## src/rtl/lane_alu_pkg.sv

```systemverilog
// lane_alu_pkg: opcode encoding shared by the lane ALU pipeline and its lanes.
package lane_alu_pkg;
    localparam int OP_WIDTH = 2;
    typedef enum logic [OP_WIDTH-1:0] {
        OP_ADD     = 2'b00,
        OP_SUB     = 2'b01,
        OP_PASS    = 2'b10,
        OP_ABSDIFF = 2'b11
    } op_e;
endpackage

```

## src/rtl/lane_alu_unit.sv

```systemverilog
// lane_alu_unit: combinational single-lane unsigned op with optional saturation and flag.
module lane_alu_unit
    import lane_alu_pkg::*;
#(
    parameter int DATA_WIDTH = 8,
    parameter int SATURATE   = 0
) (
    input  logic [DATA_WIDTH-1:0] a,
    input  logic [DATA_WIDTH-1:0] b,
    input  logic [OP_WIDTH-1:0]   op,
    output logic [DATA_WIDTH-1:0] y,
    output logic                  flag
);
    logic [DATA_WIDTH:0] sum;
    logic [DATA_WIDTH:0] diff;
    logic                carry;
    logic                borrow;
    logic                sat;
    assign sum    = {1'b0, a} + {1'b0, b};
    assign diff   = {1'b0, a} - {1'b0, b};
    assign carry  = sum[DATA_WIDTH];
    assign borrow = diff[DATA_WIDTH];
    assign sat    = SATURATE != 0;
    assign flag   = (op == OP_ADD) ? carry : (op == OP_PASS) ? 1'b0 : borrow;
    always_comb begin
        y = a;
        if (op == OP_ADD)
            y = (sat && carry) ? {DATA_WIDTH{1'b1}} : sum[DATA_WIDTH-1:0];
        else if (op == OP_SUB)
            y = (sat && borrow) ? '0 : diff[DATA_WIDTH-1:0];
        else if (op == OP_ABSDIFF)
            y = borrow ? b - a : diff[DATA_WIDTH-1:0];
    end
endmodule

```

## src/rtl/lane_alu_pipe.sv

```systemverilog
// lane_alu_pipe: multi-lane runtime-opcode ALU behind a 2-stage stallable valid/ready pipeline,
// with a cross-lane sum added in stage 2 and a completed-beat counter.
module lane_alu_pipe
    import lane_alu_pkg::*;
#(
    parameter int NUM_LANES   = 4,
    parameter int DATA_WIDTH  = 8,
    parameter int SATURATE    = 0,
    parameter int COUNT_WIDTH = 16
) (
    input  logic                                         clk,
    input  logic                                         rst_n,
    input  logic                                         in_valid,
    output logic                                         in_ready,
    input  logic [NUM_LANES*DATA_WIDTH-1:0]              data_in,
    input  logic [NUM_LANES*DATA_WIDTH-1:0]              operand,
    input  logic [NUM_LANES*OP_WIDTH-1:0]                op,
    output logic                                         out_valid,
    input  logic                                         out_ready,
    output logic [NUM_LANES*DATA_WIDTH-1:0]              result,
    output logic [NUM_LANES-1:0]                         flags,
    output logic [DATA_WIDTH+$clog2(NUM_LANES):0]        sum_out,
    output logic [COUNT_WIDTH-1:0]                       beat_count
);
    localparam int SUM_W = DATA_WIDTH + $clog2(NUM_LANES) + 1;
    logic [NUM_LANES*DATA_WIDTH-1:0] lane_res;
    logic [NUM_LANES-1:0]            lane_flag;
    logic                            s1_valid;
    logic [NUM_LANES*DATA_WIDTH-1:0] s1_res;
    logic [NUM_LANES-1:0]            s1_flags;
    logic [SUM_W-1:0]                s1_sum;
    logic                            s1_adv;
    logic                            s2_adv;
    logic                            in_hs;
    genvar i;
    generate
        for (i = 0; i < NUM_LANES; i++) begin : g_lane
            lane_alu_unit #(
                .DATA_WIDTH(DATA_WIDTH),
                .SATURATE  (SATURATE)
            ) u_lane (
                .a   (data_in[i*DATA_WIDTH +: DATA_WIDTH]),
                .b   (operand[i*DATA_WIDTH +: DATA_WIDTH]),
                .op  (op[i*OP_WIDTH +: OP_WIDTH]),
                .y   (lane_res[i*DATA_WIDTH +: DATA_WIDTH]),
                .flag(lane_flag[i])
            );
        end
    endgenerate
    assign s2_adv   = !out_valid || out_ready;
    assign s1_adv   = !s1_valid || s2_adv;
    assign in_ready = s1_adv;
    assign in_hs    = in_valid && in_ready;
    always_comb begin
        s1_sum = '0;
        for (int l = 0; l < NUM_LANES; l++)
            s1_sum = s1_sum + SUM_W'(s1_res[l*DATA_WIDTH +: DATA_WIDTH]);
    end
    always_ff @(posedge clk or negedge rst_n) begin
        if (!rst_n) begin
            s1_valid <= 1'b0;
            s1_res   <= '0;
            s1_flags <= '0;
        end else if (in_hs) begin
            s1_valid <= 1'b1;
            s1_res   <= lane_res;
            s1_flags <= lane_flag;
        end else if (s1_adv) begin
            s1_valid <= 1'b0;
        end
    end
    // Stage 2 data only moves with a real beat, so bubbles and stalls leave outputs untouched.
    always_ff @(posedge clk or negedge rst_n) begin
        if (!rst_n) begin
            out_valid <= 1'b0;
            result    <= '0;
            flags     <= '0;
            sum_out   <= '0;
        end else if (s2_adv) begin
            out_valid <= s1_valid;
            if (s1_valid) begin
                result  <= s1_res;
                flags   <= s1_flags;
                sum_out <= s1_sum;
            end
        end
    end
    always_ff @(posedge clk or negedge rst_n) begin
        if (!rst_n)
            beat_count <= '0;
        else if (out_valid && out_ready)
            beat_count <= beat_count + 1'b1;
    end
endmodule
```

## config.mk

```make
export PLATFORM = sky130hd
export DESIGN_NAME = lane_alu_pipe
export DESIGN_NICKNAME = d
export VERILOG_FILES = /design/src/rtl/lane_alu_pkg.sv /design/src/rtl/lane_alu_unit.sv /design/src/rtl/lane_alu_pipe.sv
export SDC_FILE = /design/constraint.sdc
export NUM_CORES = 1
export LEC_CHECK = 0
export ABC_CLOCK_PERIOD_IN_PS = 3100
export CAP_MARGIN = 20
export CORE_AREA = 2 2 139 141
export CTS_CLUSTER_DIAMETER = 100
export DETAILED_ROUTE_END_ITERATION = 16
export DIE_AREA = 0 0 141 143
export PLACE_DENSITY = 0.79
export SYNTH_ARGS = -nofsm -noshare
export SYNTH_HDL_FRONTEND = slang
export SYNTH_SLANG_ARGS = --single-unit
```

## constraint.sdc

```tcl
create_clock -name clk -period 3.1 [get_ports clk]
set_input_delay 0.62 -clock clk [delete_from_list [all_inputs] [get_ports clk]]
set_output_delay 0.62 -clock clk [all_outputs]
set_load 0.005 [all_outputs]
```

# [Yosys cells after proc, flatten, opt, wreduce, memory -nomap -nowiden]
# Cells that the tools add are included.
[word_totals] regBits=101 input_bits=76 wordCells=74
[op_classes] addsub=16 n_eq_ne=12 n_mux=26 reduce_logical=12
[ops] op="two-way mux 8 bit" count=16
[ops] op="adder 8 x 8 -> 9 bit" count=5
[ops] op="subtractor 8 x 8 -> 9 bit" count=4
[ops] op="subtractor 8 bit" count=4
[ops] op="adder 16 x 1 -> 16 bit, second input constant" count=1
[ops] op="equality test 2 bit, second input constant" count=8
[ops] op="adder 10 x 8 -> 11 bit" count=1
[ops] op="adder 9 x 8 -> 10 bit" count=1
[ops] op="two-way mux 1 bit" count=10
[ops] op="equality test 2 x 1 -> 1 bit, second input constant" count=4
[ops] op="logical NOT 2 bit" count=4
[ops] op="logical AND 1 bit" count=2
[ops] op="logical NOT 1 bit" count=2
[ops] op="logical OR 1 bit" count=2
[ops] op="AND reduction 2 bit" count=1
[ops] op="nonzero test 2 bit" count=1

# [Depth between registers and ports, before layout]
[logic_depth] word_depth=5 depth_mapped=13 ltp_nobuf=13

# [Modules after synthesis]
# Synthesis repeated with hierarchy kept, for this count alone.
[unflattened] cells_unflattened=1123 hier_area_um2=9884.5
[by_module_without_submodules] mod="lane_alu_pipe" instances=1 cells_per_inst=402 area_per_inst_um2=4589.4
[by_module_without_submodules] mod="lane_alu_unit (g_lane[0].u_lane ...)" instances=3 cells_per_inst=177 area_per_inst_um2=1316.3
[by_module_without_submodules] mod="lane_alu_unit (g_lane[1].u_lane)" instances=1 cells_per_inst=190 area_per_inst_um2=1346.3

# [Worst setup path after synthesis]
# OpenSTA, ideal clock, no wires.
[synth_path] path_kind="reg-to-reg" from="reg s1_res[1]" to="reg sum_out[9]" arrival_ns=2.889 required_time_ns=2.964 setup_slack_ns=0.074 path_stages_with_launch=14 n_path_buf=0 cell_sequence="dfrtp_1 inv_1 fa_1 inv_1 fa_1 ha_1 fa_1 a21o_1 a21oi_1 o21bai_1 a21oi_1 o21bai_1 a21oi_1 o21ai_0"
[synth_between] elab_chain_cells=3
[synth_lines] item="from (decl)" line_no="lane_alu_pipe.sv:29" source="logic [NUM_LANES*DATA_WIDTH-1:0] s1_res;"
[synth_lines] item="from (signal assigned)" line_no="lane_alu_pipe.sv:66" source="s1_res <= lane_res;"
[synth_lines] item="adder 8 x 8 -> 9 bit" line_no="lane_alu_pipe.sv:57" source="s1_sum = s1_sum + SUM_W'(s1_res[l*DATA_WIDTH +: DATA_WIDTH]);"
[synth_lines] item="adder 9 x 8 -> 10 bit" line_no="lane_alu_pipe.sv:57"
[synth_lines] item="adder 10 x 8 -> 11 bit" line_no="lane_alu_pipe.sv:57"
[synth_lines] item="to (signal assigned)" line_no="lane_alu_pipe.sv:84" source="sum_out <= s1_sum;"
[synth_lines] item="to (decl)" line_no="lane_alu_pipe.sv:22" source="output logic [DATA_WIDTH+$clog2(NUM_LANES):0] sum_out,"
# Every way passes these cells.
# A chain may end at the register's enable or synchronous reset.

# [Worst setup path in the final report]
[layout_path] from="reg s1_res[10]" to="reg sum_out[8]"
# The elaborated chain is that of the path after synthesis.

==> key figures <==
Setup path
  – Critical Path Start: s1_res[10]
  – Slowest CP cell: fa_1
  – Levels on crit path: 12
  – CP Cell Sequence: inv_2, fa_1, fa_1, inv_2, ha_4, a21o_1, a21oi_2, o21bai_1, a211o_1, a31oi_1, xor2_1, o21ai_1
  – CP Capture Type: register
  – Critical Path AT: 3.25 ns
  – CP Buf/Inv Count: 2
  – Reg-to-reg slack, setup: 0.09 ns
  – Crit Path Class: register to register
  – Worst Path Max Fanout: 2
  – R2r worst-path depth: 12
  – Setup crit start kind: register
  – Reg2reg start: s1_res[10]
  – Critical Path RT: 3.33 ns
  – Crit-path leading delay family: adder cells
  – CP max stage delay: 0.55 ns

Cells and area
  – Post-route cell area: 11900 um^2
  – Nets@finish: 1510
  – Fillers: about 1600
  – Most common cell after layout, fill and taps aside: clkdlybuf4s50_1
  – Final core utilization: between 60% and 70%
  – Commonest non-fill, non-tap cells in the layout: 138 x clkdlybuf4s50_1, 133 x inv_1, 115 x buf_4, 100 x ha_1, 100 x dfrtp_1
  – Reg area: 2500 um^2
  – Ant. Diodes: 0
  – Share of post-route cells with drive strength above 1: roughly 13%
  – Area Overhead vs Synth: 29.2%
  – Multi-input logic area: between 5000 and 6000 um^2

Synth
  – FF+latch count, synth: 100
  – Post-synth EDFFs: 0
  – Top post-synthesis cells by area: dfrtp_1 27%, ha_1 14%, fa_1 6.1%
  – Seq/Total Area, Yosys: a little over a quarter
  – Post-synth ARST share: 100%
  – Top cell type's share of synthesized area: between 20% and 30%
  – Yosys warns: 0
  – Synthesized area: 9210 um^2
  – Syn_nets: between 1000 and 1500
  – Top_reg_cell synth: dfrtp_1
  – Mapped Cells: 1089
  – Leading area contributor after synthesis: dfrtp_1
  – Distinct cell type count after synthesis: 70
  – Mean area per synthesized cell: 8.46 um^2

Clocking
  – Clock Latency Late Sink: 0.35 ns
  – CTS buffer count: 9
  – CTS root buf: clkbuf_16
  – H-tree depth: 3
  – CTS tree: built
  – Clock sinks: 100
  – Clk buf depth: 2
  – Clock transition at path regs: roughly 0.08 ns

Run
  – Max-Cap Viols: 0

Route
  – Post-route ant nets: 0
  – Post-DR wirelength/cell: between 15 and 20 um
  – Via count: 8416
  – DR vias/cell: 5.45
  – Number of DRC markers in iteration 0: 583
  – DRC: 0
  – First-pass DRT Iterations: 5
  – Final WL: 24400 um

Placed design
  – Cell Area, Placed: 11600 um^2
  – Port Buf Inserts: 139
  – GPL Wtd Cong: 0.954
  – DP HPWL: 19800 um

STA
  – Final setup viols: 0
  – Worst-margin pin slew: 0.901 ns
  – Final Max Tran Viols: 0
  – Max Clk Rate: 332 MHz
  – Rel. slew slack: 40.0%
  – Final hold slack: 0.403 ns
  – Final Cycle Share: ~100%
  – RSZ-0062 raised after global routing: yes
  – Post-Route Skew: 0.0112 ns
  – Min cycle time layout: around 3 ns
  – Fin. Hold Viols: 0

Global routing
  – GRT Residual Overflow: 0
  – First-pass GRT wire length: 39700 um
  – GRT Util Overall: 24.3%
  – Initial antenna violation count: 0
  – Largest net degree at the start of global routing: 80
  – Vias in the first global route: around 8000

Die
  – Core Region: 18600 um^2
  – Die Area: 20200 um^2
  – Rows: 50
  – Initial core utilization: 49.6%
  – Horiz. Die Dim: 141 um
  – # IOs: roughly 140
  – Die height: 143 um

Power
  – Power, Total: 0.00648 W
  – Static Leak: ~5.6 nW
  – PwrDens: 545 nW/um^2
  – VDD IR max: 0.449 mV

Status
  – Status: completed

Hold path
  – Worst hold-check path type: input pin to async pin
report_power, final:
group	internal, W	switching [W]
clock network	0.000559	0.000511
logic	0.00183	0.00171
registers	0.00164	0.000235
total	0.00403	0.00245
cells in the mapped netlist, drive strengths merged, types with 4 or more instances:
library cell and instances:
a211oi 17, a21o 12, a21oi 79, a221oi 6
a311oi 4, a31oi 17, a32oi 4, and2 6
and3 8, buf 17, clkbuf 35, dfrtp 100
fa 28, ha 102, inv 141, mux2 17
mux2i 16, nand2 89, nand2b 14, nand3 24
nand3b 5, nand4 4, nor2 59, nor2b 16
nor3 16, o211ai 5, o21a 10, o21ai 92
o21bai 15, o221ai 4, o22ai 8, o31ai 5
xnor2 58, xor2 12
sequential cells by signal (all words and copies together) (netlist names):
register,flops
result,32
s1_res,32
beat_count,16
sum_out,10
flags,4
s1_flags,4
out_valid,1
s1_valid,1
path summary, 6_finish.rpt:
kind	to
max in group asynchronous	result[10]
worst max-delay path	sum_out[8]
worst min-delay path	beat_count[1]
worst min register to register	sum_out[7]
min in group clk	sum_out[7]
worst max register to register	sum_out[8]
kinds of logic (layout without fill, tap and decap cells):
logic type,Yosys count,after routing,synth area share (%)
buffers and inverters,193,413,8.14
other,1,1,0.0407
xor gates and xnor gates,70,70,6.66
muxes,33,33,3.82
adders and majority gates,130,130,19.9
AOI/OAI and AO/OA,308,308,21.2
DFF,100,100,27.2
and+or+nand+nor,254,254,13.0
per-layer routing:
layer / GRT usage [%] / part of all wire [%] / vias up
met3: 2.21 / 4.5 / 29
met5: 0 / 0 / -
met1: 32.4 / 45 / 3999
met2: 42.6 / 49 / 248
met4: 6.11 / 1.6 / 0
li1: - / - / 4140
cell type report:
class	count	area share, %
tap	234	2.46
inverter	141	4.45
sequential	100	21.0
multi-input combinational	796	50.3
clock buffer	10	1.92
timing repair buffer	256	19.4
clock inverter	6	0.431
metrics by stage:
stage          cells  TNS (ns)  worst slack, ns
2_1_floorplan   1089         0           0.0744
3_3_place_gp    1525    -0.372           -0.101
3_5_place_dp    1525     -1.58           -0.190
4_1_cts         1542         0         0.000667
5_1_grt         1543    -0.100          -0.0505
6_report        1543         0           0.0870
repair_timing:
item                                    4_1_cts  5_1_grt
endpoints found under the setup margin        3        3
hold endpoints to repair                      0        0
hold buffers                                  0        0
gates resized for setup                       7        9
setup buffers                                 1        1
pin swaps                                     4       18
(Power assumes the default switching activity.)
